==> config.mk <==
export PLATFORM = sky130hd
export DESIGN_NAME = ex_mem_wb_pipe
export DESIGN_NICKNAME = d
export VERILOG_FILES = /design/src/rtl/ex_mem_wb_pipe.sv
export SDC_FILE = /design/constraint.sdc
export NUM_CORES = 1
export LEC_CHECK = 0
export CORE_MARGIN = 5
export CORE_UTILIZATION = 37
export DETAILED_ROUTE_END_ITERATION = 10
export GPL_ROUTABILITY_DRIVEN = 0
export PLACE_DENSITY = 0.76
export REMOVE_ABC_BUFFERS = 1
export SYNTH_ARGS = -nofsm -noshare
export SYNTH_HDL_FRONTEND = slang
export SYNTH_SLANG_ARGS = --single-unit
==> constraint.sdc <==
create_clock -name clk -period 2.45 [get_ports clk]
set_input_delay 0.6125 -clock clk [delete_from_list [all_inputs] [get_ports clk]]
set_output_delay 0.6125 -clock clk [all_outputs]
set_load 0.05 [all_outputs]
==> src/rtl/ex_mem_wb_pipe.sv <==
// EX/MEM/WB pipeline register chain with load-use hazard detection for the 19-bit CPU.
// Drives MEM/WB destination, write-enable and data to the forwarding unit.
module ex_mem_wb_pipe #(
  parameter int DATA_W = 19,
  parameter int REG_AW = 3,
  parameter int CNT_W  = 16
) (
  input  logic              clk,
  input  logic              rst,
  input  logic              id_valid,
  input  logic [REG_AW-1:0] id_rs,
  input  logic [REG_AW-1:0] id_rt,
  input  logic [REG_AW-1:0] id_rd,
  input  logic              id_regwrite,
  input  logic              id_memread,
  input  logic              flush,
  input  logic [DATA_W-1:0] ex_result,
  input  logic [DATA_W-1:0] mem_load_data,
  output logic              stall,
  output logic [REG_AW-1:0] MEM_rd,
  output logic              MEM_regwrite,
  output logic [DATA_W-1:0] MEM_data,
  output logic [REG_AW-1:0] WB_rd,
  output logic              WB_regwrite,
  output logic [DATA_W-1:0] WB_data,
  output logic [CNT_W-1:0]  stall_count
);

  logic              r_ex_valid;
  logic [REG_AW-1:0] r_ex_rd;
  logic              r_ex_regwrite;
  logic              r_ex_memread;

  logic              r_mem_valid;
  logic [REG_AW-1:0] r_mem_rd;
  logic              r_mem_regwrite;
  logic              r_mem_memread;
  logic [DATA_W-1:0] r_mem_data;

  logic              r_wb_valid;
  logic [REG_AW-1:0] r_wb_rd;
  logic              r_wb_regwrite;
  logic [DATA_W-1:0] r_wb_data;

  logic [CNT_W-1:0]  r_stall_count;

  logic              w_stall;
  logic              w_bubble;
  logic              w_cnt_sat;

  // A taken branch squashes the ID instruction, so it also cancels the hazard it would cause.
  always_comb begin
    w_stall = id_valid & r_ex_valid & r_ex_memread & r_ex_regwrite &
              ((r_ex_rd == id_rs) | (r_ex_rd == id_rt)) & ~flush;
    w_bubble  = flush | w_stall;
    w_cnt_sat = (r_stall_count == {CNT_W{1'b1}});
  end

  // EX stage: bubble on flush or hazard, otherwise accept the ID instruction.
  always_ff @(posedge clk or posedge rst) begin
    if (rst) begin
      r_ex_valid    <= 1'b0;
      r_ex_rd       <= {REG_AW{1'b0}};
      r_ex_regwrite <= 1'b0;
      r_ex_memread  <= 1'b0;
    end else if (w_bubble) begin
      r_ex_valid    <= 1'b0;
      r_ex_rd       <= {REG_AW{1'b0}};
      r_ex_regwrite <= 1'b0;
      r_ex_memread  <= 1'b0;
    end else begin
      r_ex_valid    <= id_valid;
      r_ex_rd       <= id_rd;
      r_ex_regwrite <= id_regwrite & id_valid;
      r_ex_memread  <= id_memread & id_valid;
    end
  end

  // MEM and WB advance every cycle; a stall only holds the front end.
  always_ff @(posedge clk or posedge rst) begin
    if (rst) begin
      r_mem_valid    <= 1'b0;
      r_mem_rd       <= {REG_AW{1'b0}};
      r_mem_regwrite <= 1'b0;
      r_mem_memread  <= 1'b0;
      r_mem_data     <= {DATA_W{1'b0}};
      r_wb_valid     <= 1'b0;
      r_wb_rd        <= {REG_AW{1'b0}};
      r_wb_regwrite  <= 1'b0;
      r_wb_data      <= {DATA_W{1'b0}};
    end else begin
      r_mem_valid    <= r_ex_valid;
      r_mem_rd       <= r_ex_rd;
      r_mem_regwrite <= r_ex_regwrite;
      r_mem_memread  <= r_ex_memread;
      r_mem_data     <= ex_result;
      r_wb_valid     <= r_mem_valid;
      r_wb_rd        <= r_mem_rd;
      r_wb_regwrite  <= r_mem_regwrite;
      r_wb_data      <= r_mem_memread ? mem_load_data : r_mem_data;
    end
  end

  // Saturating count of hazard stall cycles.
  always_ff @(posedge clk or posedge rst) begin
    if (rst) begin
      r_stall_count <= {CNT_W{1'b0}};
    end else if (w_stall && !w_cnt_sat) begin
      r_stall_count <= r_stall_count + {{(CNT_W-1){1'b0}}, 1'b1};
    end else begin
      r_stall_count <= r_stall_count;
    end
  end

  assign stall        = w_stall;
  assign MEM_rd       = r_mem_rd;
  assign MEM_regwrite = r_mem_valid & r_mem_regwrite;
  assign MEM_data     = r_mem_data;
  assign WB_rd        = r_wb_rd;
  assign WB_regwrite  = r_wb_valid & r_wb_regwrite;
  assign WB_data      = r_wb_data;
  assign stall_count  = r_stall_count;

endmodule

==> results.md, run 1 <==
- Port buffer count: 115
- Via density: 4.76
- Area growth syn-to-layout: 61.3%
- Antenna-violating nets left: 0
- YS warnings: 0
- Drt pass-1 iters: 4
- Largest net degree at the start of global routing: between 70 and 80
- Unrepaired setup endpoints after global routing: no
- Setup crit start kind: primary input
- Hold Crit Depth: 0
- CP top delay family: simple AND/OR/NAND/NOR gates
- Critical Path Stages: 6
- Min-delay worst type: reg -> reg
- Clk sinks: 71
- Peak Freq: 423 MHz
- Remaining global-route overflow: 0
- Syn avg cell area: between 10 and 15 um2
- Total wire length: 6610 um
- Total CTS buffers: 9
- Layout cell share with drive strength beyond 1: 0.179
- Reg power frac: 0.459
- Htree depth: 3
- CORE AREA: 0.00672 mm2
- Boundary Pins: 116
- Post-Synthesis Cells: 173
- Clock share of power: 0.390
- Number of global-route vias before repair: about 2,000
- First-pass GRT wire length: between 10,000 and 15,000 um
- Final HPWL DP: between 4000 and 5000 um
- Vert. Die Dim: between 90 and 100 um
- Fin util: 0.609
- Setup CP Type: in -> out
- Die extent in x: 92.8 um
- Fraction of registers with async set/reset: 1.00
- TritonCTS clock tree: yes
- Clk buf depth: 2
- P per Cell Area: 663 mW/mm2
- Number of diodes: 0
- Starting density of the core: 0.378
- Outcome: finished, final reports clean
- Final period util: 0.966
- Critical path's most frequent cell: nor2_2
- Root Buffer: clkbuf_8
- NetSw: roughly 0.71 mW
- Die area: 0.00862 mm2
- Final setup fails: 0
- CP bufs+invs: 2
- Critical path arrival: between 1.5 and 2 ns
- Initial drt markers: 32
- Worst-path fanout max: 2
- Residual DRC: 0
- Register area share after synthesis: 0.700
- Total track usage: 0.161
- Sw Share: 0.263
- Max Slew Vio Count: 0
- Placed cells: 370
- VDD IR max: about 0.32 mV
- Final Total Pwr: roughly 2.7 mW
- Avg WL per Cell: around 17 um
- Std cell rows: 30
- Slowest stage delay, CP: between 0.3 and 0.4 ns
- Max_cap viols: 0
- Hold-fix buffers, CTS: 0
- Comb power frac: 0.151
- Worst slew margin: 0.473
- Final hold viol count: 0
- Clock slew at reported path FFs: 0.08 ns
- CP Capture Type: output port
- Final nets: between 300 and 400
- Clock Skew: about 0.010 ns
- Mapped Area: 0.00254 mm2
- P_leak: around 1.8 nW
- P_int: between 2 and 2.5 mW
- Post-synth EDFFs: 0
- Seq cells post-synth: 71
- Critical-path cell list: dlygate4sd2_1, xor2_1, nor4_2, nor2_2, nor2_2, buf_12
- Most common cell after layout, fill and taps aside: clkdlybuf4s50_1
- DR vias: between 1,500 and 2,000
- Reg2Reg Depth: 6
- Crit path required time: 1.84 ns
- Most used DFF post-synth: dfrtp_1
- Netlist cell types: 22
- Worst slew pin tran: ~0.8 ns
- Clk_lat worst skew: roughly 0.34 ns
- Worst-path cell with the longest stage delay: nor4_2
- Final worst path period need: roughly 2.4 ns
- Post-Layout Cell Count: ~390
- Most frequent cells in the layout: 107 x clkdlybuf4s50_1, 71 x dfrtp_1, 21 x mux2_2
- Initial antenna violation count: 0
[registers in the layout, summed over array words and instances, names as in the netlist, 3 cells and up]
name,flops
MEM_data,19
MEM_rd,3
WB_data,19
stall_count,16
r_ex_rd,3
WB_rd,3
[power groups by stage]
stage	sequential [mW]	clock (mW)	combinational [mW]
after floorplan	1.42	0	0.0531
after global placement	1.27	0	0.408
after global routing	1.25	1.15	0.429
after CTS	1.25	1.09	0.412
after detailed placement	1.27	0	0.412
final	1.25	1.06	0.410
[path summary, 6_finish.rpt]
check | start | end | slack (ns)
worst min-delay path | r_ex_valid | r_mem_valid | 0.37
worst min register to register | r_ex_valid | r_mem_valid | 0.37
worst max-delay path | id_rs[0] | stall | 0.08
min in group asynchronous | rst | stall_count[13] | 0.68
max in group asynchronous | rst | r_ex_valid | 1.47
worst max register to register | r_ex_regwrite | stall_count[1] | 0.43
[worst reg2reg max path, cell delays in order (launching register included)]
cell	delay, ns
dfrtp_1	0.35
nand4_1	0.20
nor4_2	0.41
nor2_2	0.12
buf_4	0.20
nor3_1	0.26
mux2_2	0.36
[final cells by class]
class	instances	area, um2
inverter	2	7.51
clock inverter	6	92.6
fill	519	2620
multi-input combinational	96	758
clock buffer	10	138
tap	80	100
sequential	71	1780
timing repair buffer	123	1220
[through the flow]
step | TNS [ns] | hold slack [ns] | worst slack, ns | area (um2)
finish | 0 | 0.367 | 0.0843 | 4100
global route | 0 | 0.387 | 0.00757 | 4100
CTS | 0 | 0.370 | 0.0389 | 4090
detailed placement | -3.37 | 0.354 | -0.356 | 3830
global placement | -1.30 | 0.347 | -0.248 | 3830
floorplan | -0.172 | 0.346 | -0.172 | 2520
[cell families after synthesis]
group / Yosys count / synth area share
adders and majority gates: 1 / 0.00493
muxes: 21 / 0.0932
DFF: 71 / 0.700
and+or+nand+nor: 54 / 0.121
xor gates and xnor gates: 20 / 0.0690
buffers and inverters: 6 / 0.0118
[cell usage after synthesis, types with 3 or more instances]
cell type,number,area [um2]
and4_1,3,26.3
nand2_1,9,33.8
nor3_1,4,20.0
dfrtp_1,71,1780
xor2_1,19,166
clkbuf_1,3,11.3
nor2_1,5,18.8
nor4_1,11,68.8
mux2_2,21,236
and2_1,6,37.5
nand3_1,7,35.0
[per-layer routing]
metal	wire length (um)	up-vias	track usage	part of all wire
li1	-	859	-	-
met1	2890	889	0.210	0.44
met2	3050	91	0.245	0.46
met3	581	9	0.0552	0.088
met4	87	0	0.0659	0.013
met5	0	-	0	0
[timing repair]
| action | in CTS | in global routing |
|---|---|---|
| endpoints found under the setup margin | 2 | 1 |
| buffers inserted | 2 | 0 |
| gates resized for setup | 11 | 4 |
| endpoints found under the hold margin | 0 | 0 |
| pin swaps | 5 | 5 |
No activity file was read; power rests on OpenSTA's default activity.
==> run 2, diff against run 1 <==
--- a/config.mk
+++ b/config.mk
@@ -5,11 +5,13 @@
 export SDC_FILE = /design/constraint.sdc
 export NUM_CORES = 1
 export LEC_CHECK = 0
+export CELL_PAD_IN_SITES_DETAIL_PLACEMENT = 2
+export CELL_PAD_IN_SITES_GLOBAL_PLACEMENT = 2
 export CORE_MARGIN = 5
-export CORE_UTILIZATION = 37
+export CORE_UTILIZATION = 23
 export DETAILED_ROUTE_END_ITERATION = 10
 export GPL_ROUTABILITY_DRIVEN = 0
-export PLACE_DENSITY = 0.76
+export PLACE_DENSITY_LB_ADDON = 0.1
 export REMOVE_ABC_BUFFERS = 1
 export SYNTH_ARGS = -nofsm -noshare
 export SYNTH_HDL_FRONTEND = slang
==> run 2 against run 1 <==
Against the previous run: non-clock buffer count rose by 6; clock skew barely moved; final cell count rose by 17%; count of clock-buffer cells in the layout rose by 1; total power fell by 0.71%; design area rose by 2.1%; sequential power barely moved; largest cell class unchanged; worst setup slack improved by 0.019 ns; routed wire length rose by 13%; largest power group unchanged; critical path depth did not move; clock power barely moved.
==> results.md, run 2 (same netlist as run 1, synthesis figures left out) <==
- Outcome: finished, final reports clean
- Post-Place Cell Area: ~0.0039 mm2
- Area growth syn-to-layout: 64.8%
- Top sig layer: met4
- Final period util: 0.958
- Clk_lat worst skew: roughly 0.34 ns
- Starting density of the core: 0.234
- Initial antenna violation count: 0
- CP Capture Type: output port
- Final setup fails: 0
- Vert. Die Dim: roughly 120 um
- Hold Crit Depth: 0
- Post-Layout Cell Count: approximately 450
- Initial drt markers: 28
- Final Total Pwr: approximately 2.7 mW
- Residual DRC: 0
- Layout cell share with drive strength beyond 1: 0.188
- Reg2Reg Depth: 6
- Final worst path period need: between 2 and 2.5 ns
- Max_cap viols: 0
- Largest net degree at the start of global routing: 39
- Most frequent cells in the layout: 107 x clkdlybuf4s50_1, 71 x dfrtp_1, 21 x mux2_2
- Unrepaired setup endpoints after global routing: no
- P_leak: 1.83 nW
- Critical path arrival: between 1.5 and 2 ns
- Placed cells: roughly 430
- Hold slack: around 0.37 ns
- Final hold viol count: 0
- Worst slew pin tran: a little over 0.6 ns
- Port buffer count: ~120
- Peak Freq: 426 MHz
- Pre-CTS setup slack: -0.336 ns
- Remaining global-route overflow: 0
- TritonCTS clock tree: yes
- CORE AREA: around 0.011 mm2
- Min-delay worst type: reg -> reg
- Max Slew Vio Count: 0
- WL met2: 3430 um
- Clk buf depth: 2
- DR vias: roughly 1,900
- Number of global-route vias before repair: ~2,200
- Number of diodes: 0
- Die area: around 0.013 mm2
- Design area: around 0.0042 mm2
- Die extent in x: approximately 120 um
- Total CTS buffers: 9
- Worst-path fanout max: 2
- Final nets: 363
- Setup crit start kind: primary input
- Final worst slack: slightly above 0.1 ns
- Clock slew at reported path FFs: about 0.080 ns
- Clock Skew: a little over 0.01 ns
- P per Cell Area: approximately 640 mW/mm2
- Htree depth: 3
- Crit path required time: 1.84 ns
- Total wire length: around 7400 um
- Antenna-violating nets left: 0
- Root Buffer: clkbuf_8
- Final HPWL DP: 5580 um
- Total track usage: 0.119
- Boundary Pins: between 100 and 150
- Avg WL per Cell: ~16 um
- Setup CP Type: in -> out
- Fin util: 0.386
- Clk sinks: 71
- Most common cell after layout, fill and taps aside: clkdlybuf4s50_1
- Final setup TNS: 0 ns
- Worst slew margin: 0.587
- Wire length on met3: 651 um
- First-pass GRT wire length: ~12,000 um
- M1 wire length: between 3000 and 4000 um
- Via density: around 4.2
- Std cell rows: 38
- Drt pass-1 iters: 2
- VDD IR max: roughly 0.24 mV
run 2: worst max-delay path, cell delays in order:
cell,delay [ns]
dlygate4sd2_1,0.24
xor2_1,0.16
nor4_2,0.31
nor2_1,0.11
nor2_2,0.14
buf_12,0.15
run 2: worst paths after layout:
| path | start | endpoint | slack, ns |
|---|---|---|---|
| setup / recovery | id_rs[2] | stall | 0.10 |
| hold / removal | r_mem_valid | r_wb_valid | 0.37 |
| setup reg to reg | stall_count[0] | stall_count[1] | 0.40 |
| hold reg to reg | r_mem_valid | r_wb_valid | 0.37 |
| max in group asynchronous | rst | WB_data[1] | 1.37 |
| min in group asynchronous | rst | WB_rd[1] | 0.70 |
run 2: cell type report:
class | count | area, um2
tap | 140 | 175
sequential | 71 | 1780
clock buffer | 11 | 141
clock inverter | 5 | 81.3
multi-input combinational | 96 | 747
fill | 1142 | 6660
inverter | 2 | 7.51
timing repair buffer | 129 | 1250
run 2: metal layers:
layer  up-vias  GRT usage
met2        88      0.193
met4         0     0.0360
li1        873          -
met5         -          0
met1       941      0.147
met3         8     0.0453
run 2: what timing repair did:
action	4_1_cts	5_1_grt
pin swaps	6	4
gates resized for setup	10	2
hold buffers	0	0
setup endpoints to repair	1	1
buffers inserted	5	1
run 2: where the power goes:
part           switching [mW]  internal, mW
sequential             0.0213          1.22
combinational           0.239         0.172
clock                   0.441         0.602
total                   0.701          2.00
